## config.mk

```make
export PLATFORM = sky130hd
export DESIGN_NAME = param_counter_flat
export DESIGN_NICKNAME = d
export VERILOG_FILES = /design/src/rtl/param_counter_if.sv /design/src/rtl/param_counter.sv /design/src/flat_wrapper.sv
export SDC_FILE = /design/constraint.sdc
export NUM_CORES = 1
export LEC_CHECK = 0
export ABC_AREA = 1
export CORE_MARGIN = 2
export CORE_UTILIZATION = 27
export CTS_BUF_LIST = sky130_fd_sc_hd__clkbuf_4
export DETAILED_ROUTE_END_ITERATION = 10
export GPL_TIMING_DRIVEN = 0
export PLACE_DENSITY = 0.49
export SKIP_CTS_REPAIR_TIMING = 1
export SYNTH_ARGS = -nofsm -noshare
export SYNTH_HDL_FRONTEND = slang
export SYNTH_SLANG_ARGS = --single-unit
```

## constraint.sdc

```tcl
create_clock -name CLK -period 2.6 [get_ports CLK]
set_input_delay 0.78 -clock CLK [delete_from_list [all_inputs] [get_ports CLK]]
set_output_delay 0.78 -clock CLK [all_outputs]
set_load 0.05 [all_outputs]
```

## src/rtl/param_counter_if.sv

```systemverilog
// Load/count request bus and status outputs for param_counter.
// The driver holds the master side; the counter is the slave.
interface param_counter_if #(
  parameter int WIDTH = 5
);
  logic [WIDTH-1:0] IN;
  logic             Load;
  logic             Up;
  logic             Down;
  logic             Enable;
  logic [WIDTH-1:0] Limit;
  logic [WIDTH-1:0] Counter;
  logic             High;
  logic             Low;
  logic             Ovf;
  logic             Unf;

  modport master (
    output IN, Load, Up, Down, Enable, Limit,
    input  Counter, High, Low, Ovf, Unf
  );

  modport slave (
    input  IN, Load, Up, Down, Enable, Limit,
    output Counter, High, Low, Ovf, Unf
  );
endinterface

```

## src/rtl/param_counter.sv

```systemverilog
// Up/down counter with a programmable upper limit, saturate or wrap at
// the bounds, and one-cycle overflow/underflow pulses.
module param_counter #(
  parameter int WIDTH     = 5,
  parameter int STEP      = 1,
  parameter int WRAP_MODE = 0
) (
  input logic           CLK,
  input logic           RST,
  param_counter_if.slave bus
);

  localparam logic [WIDTH:0]   STEP_X = (WIDTH+1)'(STEP);
  localparam logic [WIDTH-1:0] STEP_N = WIDTH'(STEP);

  logic [WIDTH-1:0] cnt_q, cnt_d;
  logic             ovf_q, ovf_d;
  logic             unf_q, unf_d;

  logic [WIDTH:0]   cnt_x;
  logic [WIDTH:0]   lim_x;
  logic [WIDTH:0]   up_sum;
  logic [WIDTH-1:0] dn_dif;
  logic [WIDTH-1:0] ld_val;
  logic             go_ld;
  logic             go_dn;
  logic             go_up;

  // Extended-width arithmetic so no bound test wraps at 2^WIDTH.
  assign cnt_x  = {1'b0, cnt_q};
  assign lim_x  = {1'b0, bus.Limit};
  assign up_sum = cnt_x + STEP_X;
  assign dn_dif = cnt_q - STEP_N;
  assign ld_val = (bus.IN > bus.Limit) ? bus.Limit : bus.IN;

  // Mutually exclusive actions: Load beats Down beats Up.
  assign go_ld = bus.Load;
  assign go_dn = !bus.Load && bus.Enable && bus.Down;
  assign go_up = !bus.Load && bus.Enable && bus.Up && !bus.Down;

  // Next count and event flags.
  always_comb begin
    cnt_d = cnt_q;
    ovf_d = 1'b0;
    unf_d = 1'b0;
    unique case (1'b1)
      go_ld: cnt_d = ld_val;
      go_dn: begin
        if (cnt_x < STEP_X) begin
          unf_d = 1'b1;
          cnt_d = (WRAP_MODE != 0) ? bus.Limit : '0;
        end else begin
          cnt_d = dn_dif;
        end
      end
      go_up: begin
        if (up_sum > lim_x) begin
          ovf_d = 1'b1;
          cnt_d = (WRAP_MODE != 0) ? '0 : bus.Limit;
        end else begin
          cnt_d = up_sum[WIDTH-1:0];
        end
      end
      default: ;
    endcase
  end

  // State register; reset clears count and flags at once.
  always_ff @(posedge CLK or negedge RST) begin
    if (!RST) begin
      cnt_q <= '0;
      ovf_q <= 1'b0;
      unf_q <= 1'b0;
    end else begin
      cnt_q <= cnt_d;
      ovf_q <= ovf_d;
      unf_q <= unf_d;
    end
  end

  assign bus.Counter = cnt_q;
  assign bus.High    = (cnt_q >= bus.Limit);
  assign bus.Low     = (cnt_q == '0);
  assign bus.Ovf     = ovf_q;
  assign bus.Unf     = unf_q;

endmodule

```

## src/flat_wrapper.sv

```systemverilog
// flat-port wrapper written by rule: the top's interface ports become plain ports
module param_counter_flat 
#(
  parameter int WIDTH     = 5,
  parameter int STEP      = 1,
  parameter int WRAP_MODE = 0
)
  (CLK, RST, bus_IN, bus_Load, bus_Up, bus_Down, bus_Enable, bus_Limit, bus_Counter, bus_High, bus_Low, bus_Ovf, bus_Unf);
  param_counter_if #(.WIDTH(WIDTH)) bus_i ();
  input logic CLK;
  input logic RST;
  input wire logic [$bits(bus_i.IN)-1:0] bus_IN;
  input wire logic [$bits(bus_i.Load)-1:0] bus_Load;
  input wire logic [$bits(bus_i.Up)-1:0] bus_Up;
  input wire logic [$bits(bus_i.Down)-1:0] bus_Down;
  input wire logic [$bits(bus_i.Enable)-1:0] bus_Enable;
  input wire logic [$bits(bus_i.Limit)-1:0] bus_Limit;
  output wire logic [$bits(bus_i.Counter)-1:0] bus_Counter;
  output wire logic [$bits(bus_i.High)-1:0] bus_High;
  output wire logic [$bits(bus_i.Low)-1:0] bus_Low;
  output wire logic [$bits(bus_i.Ovf)-1:0] bus_Ovf;
  output wire logic [$bits(bus_i.Unf)-1:0] bus_Unf;
  assign bus_i.IN = bus_IN;
  assign bus_i.Load = bus_Load;
  assign bus_i.Up = bus_Up;
  assign bus_i.Down = bus_Down;
  assign bus_i.Enable = bus_Enable;
  assign bus_i.Limit = bus_Limit;
  assign bus_Counter = bus_i.Counter;
  assign bus_High = bus_i.High;
  assign bus_Low = bus_i.Low;
  assign bus_Ovf = bus_i.Ovf;
  assign bus_Unf = bus_i.Unf;
  param_counter #(.WIDTH(WIDTH), .STEP(STEP), .WRAP_MODE(WRAP_MODE)) u_core (.CLK(CLK), .RST(RST), .bus(bus_i));
endmodule
```

==> results of run 1 <==
## registers in the layout, summed over array words and instances, names as in the netlist
| name | flops |
|---|---|
| u_core.bus.Counter | 5 |
| u_core.bus.Ovf | 1 |
| u_core.bus.Unf | 1 |
## final cells by class
| class | count | area, um2 |
|---|---|---|
| multi-input combinational | 123 | 835 |
| inverter | 37 | 144 |
| tap | 50 | 62.6 |
| buffer | 2 | 15.0 |
| fill | 434 | 2520 |
| sequential | 7 | 178 |
| clock buffer | 4 | 30.0 |
| timing repair buffer | 26 | 269 |
## worst min-delay path, stage by stage (launching register included)
cell     delay [ns]
dfrtp_2        0.40
buf_4          0.14
nor2_1         0.04
a21oi_1        0.10
## cells by family after synthesis
logic type,after synthesis
XOR/XNOR,3
AND/OR/NAND/NOR,88
AO/OA/AOI/OAI,14
flip-flops,7
adder cells (fa/ha/maj),18
buffers and inverters,39
## synth_stat cells, drive strengths merged
| master | number |
|---|---|
| xnor2 | 1 |
| ha | 18 |
| o21ai | 4 |
| nand3b | 1 |
| nor2 | 30 |
| o21bai | 2 |
| inv | 35 |
| nand4 | 2 |
| buf | 2 |
| dfrtp | 7 |
| clkinv | 2 |
| xor2 | 2 |
| nand2 | 46 |
| a21oi | 8 |
| nand3 | 9 |
## layer usage
layer | share of wire | up-vias | routed length (um)
met2 | 0.44 | 28 | 1160
li1 | - | 574 | -
met5 | 0 | - | 0
met4 | 0 | 0 | 0
met1 | 0.52 | 458 | 1380
met3 | 0.048 | 0 | 127
## metrics by stage
stage,TNS (ns),util
2_1_floorplan,0,-
3_3_place_gp,-1.17,0.360
3_5_place_dp,-1.15,0.360
4_1_cts,-1.38,0.368
5_1_grt,-0.309,0.378
6_report,-0.212,0.378
## final timing paths
check                                                        from                           endpoint  cells after the start
min in group asynchronous                                     RST           u_core.bus.Unf$_DFF_PN0_                      1
worst max register to register  u_core.bus.Counter[0]$_DFFE_PN0P_  u_core.bus.Counter[0]$_DFFE_PN0P_                     19
worst max-delay path                                 bus_Limit[0]                           bus_High                      9
max in group asynchronous                                     RST  u_core.bus.Counter[1]$_DFFE_PN0P_                      1
worst min register to register  u_core.bus.Counter[1]$_DFFE_PN0P_  u_core.bus.Counter[1]$_DFFE_PN0P_                      3
worst min-delay path            u_core.bus.Counter[1]$_DFFE_PN0P_  u_core.bus.Counter[1]$_DFFE_PN0P_                      3
## power breakdown
part | internal [W] | switching (W) | total (W)
registers | 0.000130 | 0.0000364 | 0.000166
clock network | 0.0000691 | 0.0000418 | 0.000111
logic | 0.000226 | 0.000360 | 0.000586
total | 0.000425 | 0.000438 | 0.000863
==> impl_metrics.ini, run 1 <==
[global_routing]
use_met1 = 0.151
grt_pass1_wl_mm = 4.44
grt_usage = 0.114
grt-busiest-layer = met2
grt_pass1_vias = 959
antenna_found_initial = 0
met3_usage = 0.0276
grt_overflow = 0
use_met2 = 0.188
grt_start_max_net_pins = 10

[sta]
finalClockSkew_ns = 0.00878
rsz0062_at_grt = true
timing.hold.ws_ns = 0.727
finalWorstSetupSlack_ns = -0.212
fin_crit_ns = 2.81
fmax_mhz = 356
finalCritPeriodShare = 1.08
worst_slew_pin_slew_ns = 0.499
hold_violations = 0
setup_viol = 1
slew_violations = 0
relSlewSlack = 0.667

[pwr]
totalPowerFinal_w = 0.000863
p_leak_nw = 0.863
ir_drop_uv = 143
power_density_nw_per_um2 = 563

[logic_synthesis]
syn_avg_cell_area_um2 = 6.83
synth_seq_cells = 7
ys_types = 26
synth_top_area_cell = ha_1
synth_compound_area_frac = 0.0879
syn_area_um2 = 1150
ys_seq_area_frac = 0.152
yosys.area_share.simple = 0.405
synth-adder-area-share = 0.195
synth_top_family_by_area = simple AND/OR/NAND/NOR gates
synth_area_leaders = ha_1, dfrtp_1, nand2_1, inv_1, nor2_1
synth_mux_area_frac = 0
yosys_warnings = 0
synth_top_area_frac = 0.195
netlist_instances = 169
synth_xor_area_frac = 0.0228
syn_nets = 203

[run_status]
violations = negative setup slack
status = finished with violations

[layout]
stdcell_count = 249
layout-drive-gt1-share = 0.221
area_growth_pct = 32.9
layout_common_cells = nand2_1, inv_1, nor2_1, ha_1, clkdlybuf4s50_1
final_common_cell = nand2_1
diodes = 0
stdcell_area_um2 = 1530
nNetsFinal = 234

[detailed_routing]
drt_first_pass_iters = 4
route.vias.total = 1060
ant_nets = 0
drt_iter0_drc = 24
wire_per_inst_um = 10.7
drc = 0
wl_mm = 2.67
routed_via_density = 4.26

[clock_tree]
h-tree-depth = 1
clock_latency_ns = 0.25
cts.sinks = 7
clk_pin_slew_worst_paths_ns = 0.06
cts_tree = done
clockBufferDepth = 2
numCtsBuffers = 3
clock-root-buffer = clkbuf_4

[setup_path]
reg2reg_slack_ns = 0.26
slowest_stage = ha_1
criticalPathCategory = primary input to primary output
cp_max_fo = 4
crit_path_end_kind = primary output
crit_arrival_ns = 2.03
cp_top_family = compound AO/OA/AOI/OAI gates
cp-start-kind = primary input
max_stage_delay_ns = 0.28
critical_path_required_ns = 1.82
worstPathCellList = dlymetal6s2s_1 > ha_1 > inv_1 > nand2_1 > a21oi_2 > o21bai_1 > a21oi_1 > o21bai_2 > buf_6
crit_buf_inv = 3

[place]
gp_congestion = 0.746
dp_hpwl_mm = 2.29
io_buffers = 24
dp_cells = 243
dpl_cell_area_um2 = 1460
post-place-ws_ns = -1.10

[die]
io_pins = 25
die_w_um = 69.4
start_util = 0.284
chipHeight_um = 69.4
dieArea_um2 = 4810
core_area_um2 = 4060
rows = 23

[worst_hold_path]
min_path_type = flip-flop to flip-flop

[run]
cap_violations = 0
(Power assumes the default switching activity.)
==> inputs of run 2 (changes only) <==
--- a/config.mk
+++ b/config.mk
@@ -6,12 +6,13 @@
 export NUM_CORES = 1
 export LEC_CHECK = 0
 export ABC_AREA = 1
-export CORE_MARGIN = 2
+export CELL_PAD_IN_SITES_DETAIL_PLACEMENT = 0
+export CELL_PAD_IN_SITES_GLOBAL_PLACEMENT = 2
 export CORE_UTILIZATION = 27
 export CTS_BUF_LIST = sky130_fd_sc_hd__clkbuf_4
 export DETAILED_ROUTE_END_ITERATION = 10
 export GPL_TIMING_DRIVEN = 0
-export PLACE_DENSITY = 0.49
+export PLACE_DENSITY = 0.8
 export SKIP_CTS_REPAIR_TIMING = 1
 export SYNTH_ARGS = -nofsm -noshare
 export SYNTH_HDL_FRONTEND = slang
==> run 2 against run 1 <==
Against the previous run:
- combinational power is 2% lower
- the flow still finishes with violations (negative setup slack)
- clock skew is 0.0072 ns lower
- power is 0.27% higher
- global-route usage is 2.8 points higher
- sequential power hardly changed
- flip-flop and latch count stayed put
- count of clock-buffer cells in the layout stayed put
- sequential share of layout area is 0.16 points higher
- critical path type unchanged
==> impl_metrics.ini, run 2 (synthesized netlist as in run 1, its figures left out) <==
[global_routing]
grt_overflow = 0
grt_start_max_net_pins = 10
grt_usage = 0.141
antenna_found_initial = 0
grt_pass1_vias = 1045
grt_pass1_wl_mm = 4.71

[layout]
area_growth_pct = 31.0
layout_common_cells = nand2_1, inv_1, nor2_1, clkdlybuf4s50_1, ha_1
stdcell_count = 247
diodes = 0
nNetsFinal = 232
final_common_cell = nand2_1
stdcell_area_um2 = 1510
layout-drive-gt1-share = 0.213
nFillCells = 441
largest_reg_flops = 5

[detailed_routing]
drc = 0
wire_per_inst_um = 11.1
route.vias.total = 1062
drt_first_pass_iters = 4
wl_mm = 2.74
drt_iter0_drc = 17
routed_via_density = 4.30
ant_nets = 0

[die]
die_w_um = 67.4
core_area_um2 = 4060
dieArea_um2 = 4540
rows = 23
start_util = 0.284
chipHeight_um = 67.4
io_pins = 25

[sta]
fin_crit_ns = 2.79
setup_viol = 1
rsz0062_at_grt = true
slew_violations = 0
fmax_mhz = 358
setup-tns-final_ns = -0.193
finalWorstSetupSlack_ns = -0.193
finalClockSkew_ns = 0.00158
finalCritPeriodShare = 1.07
timing.hold.ws_ns = 0.672
worst_slew_pin_slew_ns = 0.501
hold_violations = 0
relSlewSlack = 0.665

[pwr]
netSwitchingFraction = 0.516
power_switching_w = 0.000447
power_density_nw_per_um2 = 572
p_seq_frac = 0.193
p_clk_frac = 0.142
totalPowerFinal_w = 0.000865
p_int_w = 0.000418
p_leak_nw = 0.841
combPwrFrac = 0.665
ir_drop_uv = 182

[setup_path]
cp_num_cells = 6
critical_path_required_ns = 1.82
slowest_stage = clkdlybuf4s50_1
crit_buf_inv = 3
r2r_start = u_core.bus.Counter[1]$_DFFE_PN0P_
worstPathCellList = clkdlybuf4s50_1 > inv_1 > ha_1 > a21oi_2 > o21bai_2 > buf_6
crit_arrival_ns = 2.01
crit_start = bus_Limit[3]
worst-r2r-cell-count = 19
cp_max_fo = 3
cp-start-kind = primary input
cp_top_family = buffers and inverters
max_stage_delay_ns = 0.48
criticalPathCategory = primary input to primary output
crit_path_end_kind = primary output

[clock_tree]
cts_tree = done
clockBufferDepth = 2
numCtsBuffers = 3
clock-root-buffer = clkbuf_4
clock_latency_ns = 0.26
cts.sinks = 7
clk_pin_slew_worst_paths_ns = 0.06
h-tree-depth = 1

[place]
gp_congestion = 0.762
io_buffers = 24
dp_cells = 243
dp_hpwl_mm = 2.39
dpl_cell_area_um2 = 1460

[run_status]
status = finished with violations
violations = negative setup slack

[worst_hold_path]
min_from = u_core.bus.Counter[1]$_DFFE_PN0P_
whs_path_depth = 2
min_path_type = flip-flop to flip-flop

[run]
cap_violations = 0
## run 2: per-stage QoR
stage | worst slack [ns] | utilization
floorplan | 0.0107 | -
global placement | -1.07 | 0.360
detailed placement | -1.09 | 0.360
CTS | -1.09 | 0.368
global route | -0.290 | 0.372
finish | -0.193 | 0.372
## run 2: area by class of cell
| type | count | area (um2) | share of cell area |
|---|---|---|---|
| tap | 50 | 62.6 | 0.0414 |
| clock buffer | 4 | 30.0 | 0.0199 |
| buffer | 2 | 15.0 | 0.00993 |
| inverter | 37 | 144 | 0.0952 |
| sequential | 7 | 178 | 0.118 |
| timing repair buffer | 24 | 251 | 0.166 |
| multi-input combinational | 123 | 831 | 0.550 |
## run 2: worst register-to-register path: stages (launching register included)
cell and delay (ns):
dfrtp_2 0.47, ha_1 0.21, nand2_1 0.08, inv_2 0.04, nand2_1 0.06, xor2_1 0.21
inv_1 0.07, ha_1 0.29, nand2_1 0.10, nor2_1 0.05, nor2_1 0.08, nand2_1 0.05
nand2_1 0.11, nand2_2 0.06, nand2_2 0.09, nand2_4 0.07, nand2_1 0.06, nand3_1 0.06
nand2_1 0.06, inv_1 0.04
## run 2: worst paths after layout
| check | end | slack, ns |
|---|---|---|
| setup reg to reg | u_core.bus.Counter[0]$_DFFE_PN0P_ | 0.25 |
| setup / recovery | bus_High | -0.19 |
| hold / removal | u_core.bus.Counter[1]$_DFFE_PN0P_ | 0.67 |
| min in group asynchronous | u_core.bus.Counter[2]$_DFFE_PN0P_ | 0.80 |
| max in group asynchronous | u_core.bus.Counter[1]$_DFFE_PN0P_ | 1.51 |
| hold reg to reg | u_core.bus.Counter[1]$_DFFE_PN0P_ | 0.67 |
## run 2: layer usage
metal  vias up  share of wire  global-route usage
met5         -              0                   0
met4         0          0.012              0.0479
met3         5          0.041              0.0169
met2        24           0.47               0.244
met1       458           0.48               0.180
li1        575              -                   -
## run 2: power groups by stage
stage	registers (W)	logic, W	clock network, W
floorplan	0.000230	0.000349	0
global placement	0.000170	0.000564	0
detailed placement	0.000171	0.000572	0
CTS	0.000169	0.000575	0.000125
global route	0.000174	0.000641	0.000134
finish	0.000167	0.000575	0.000123
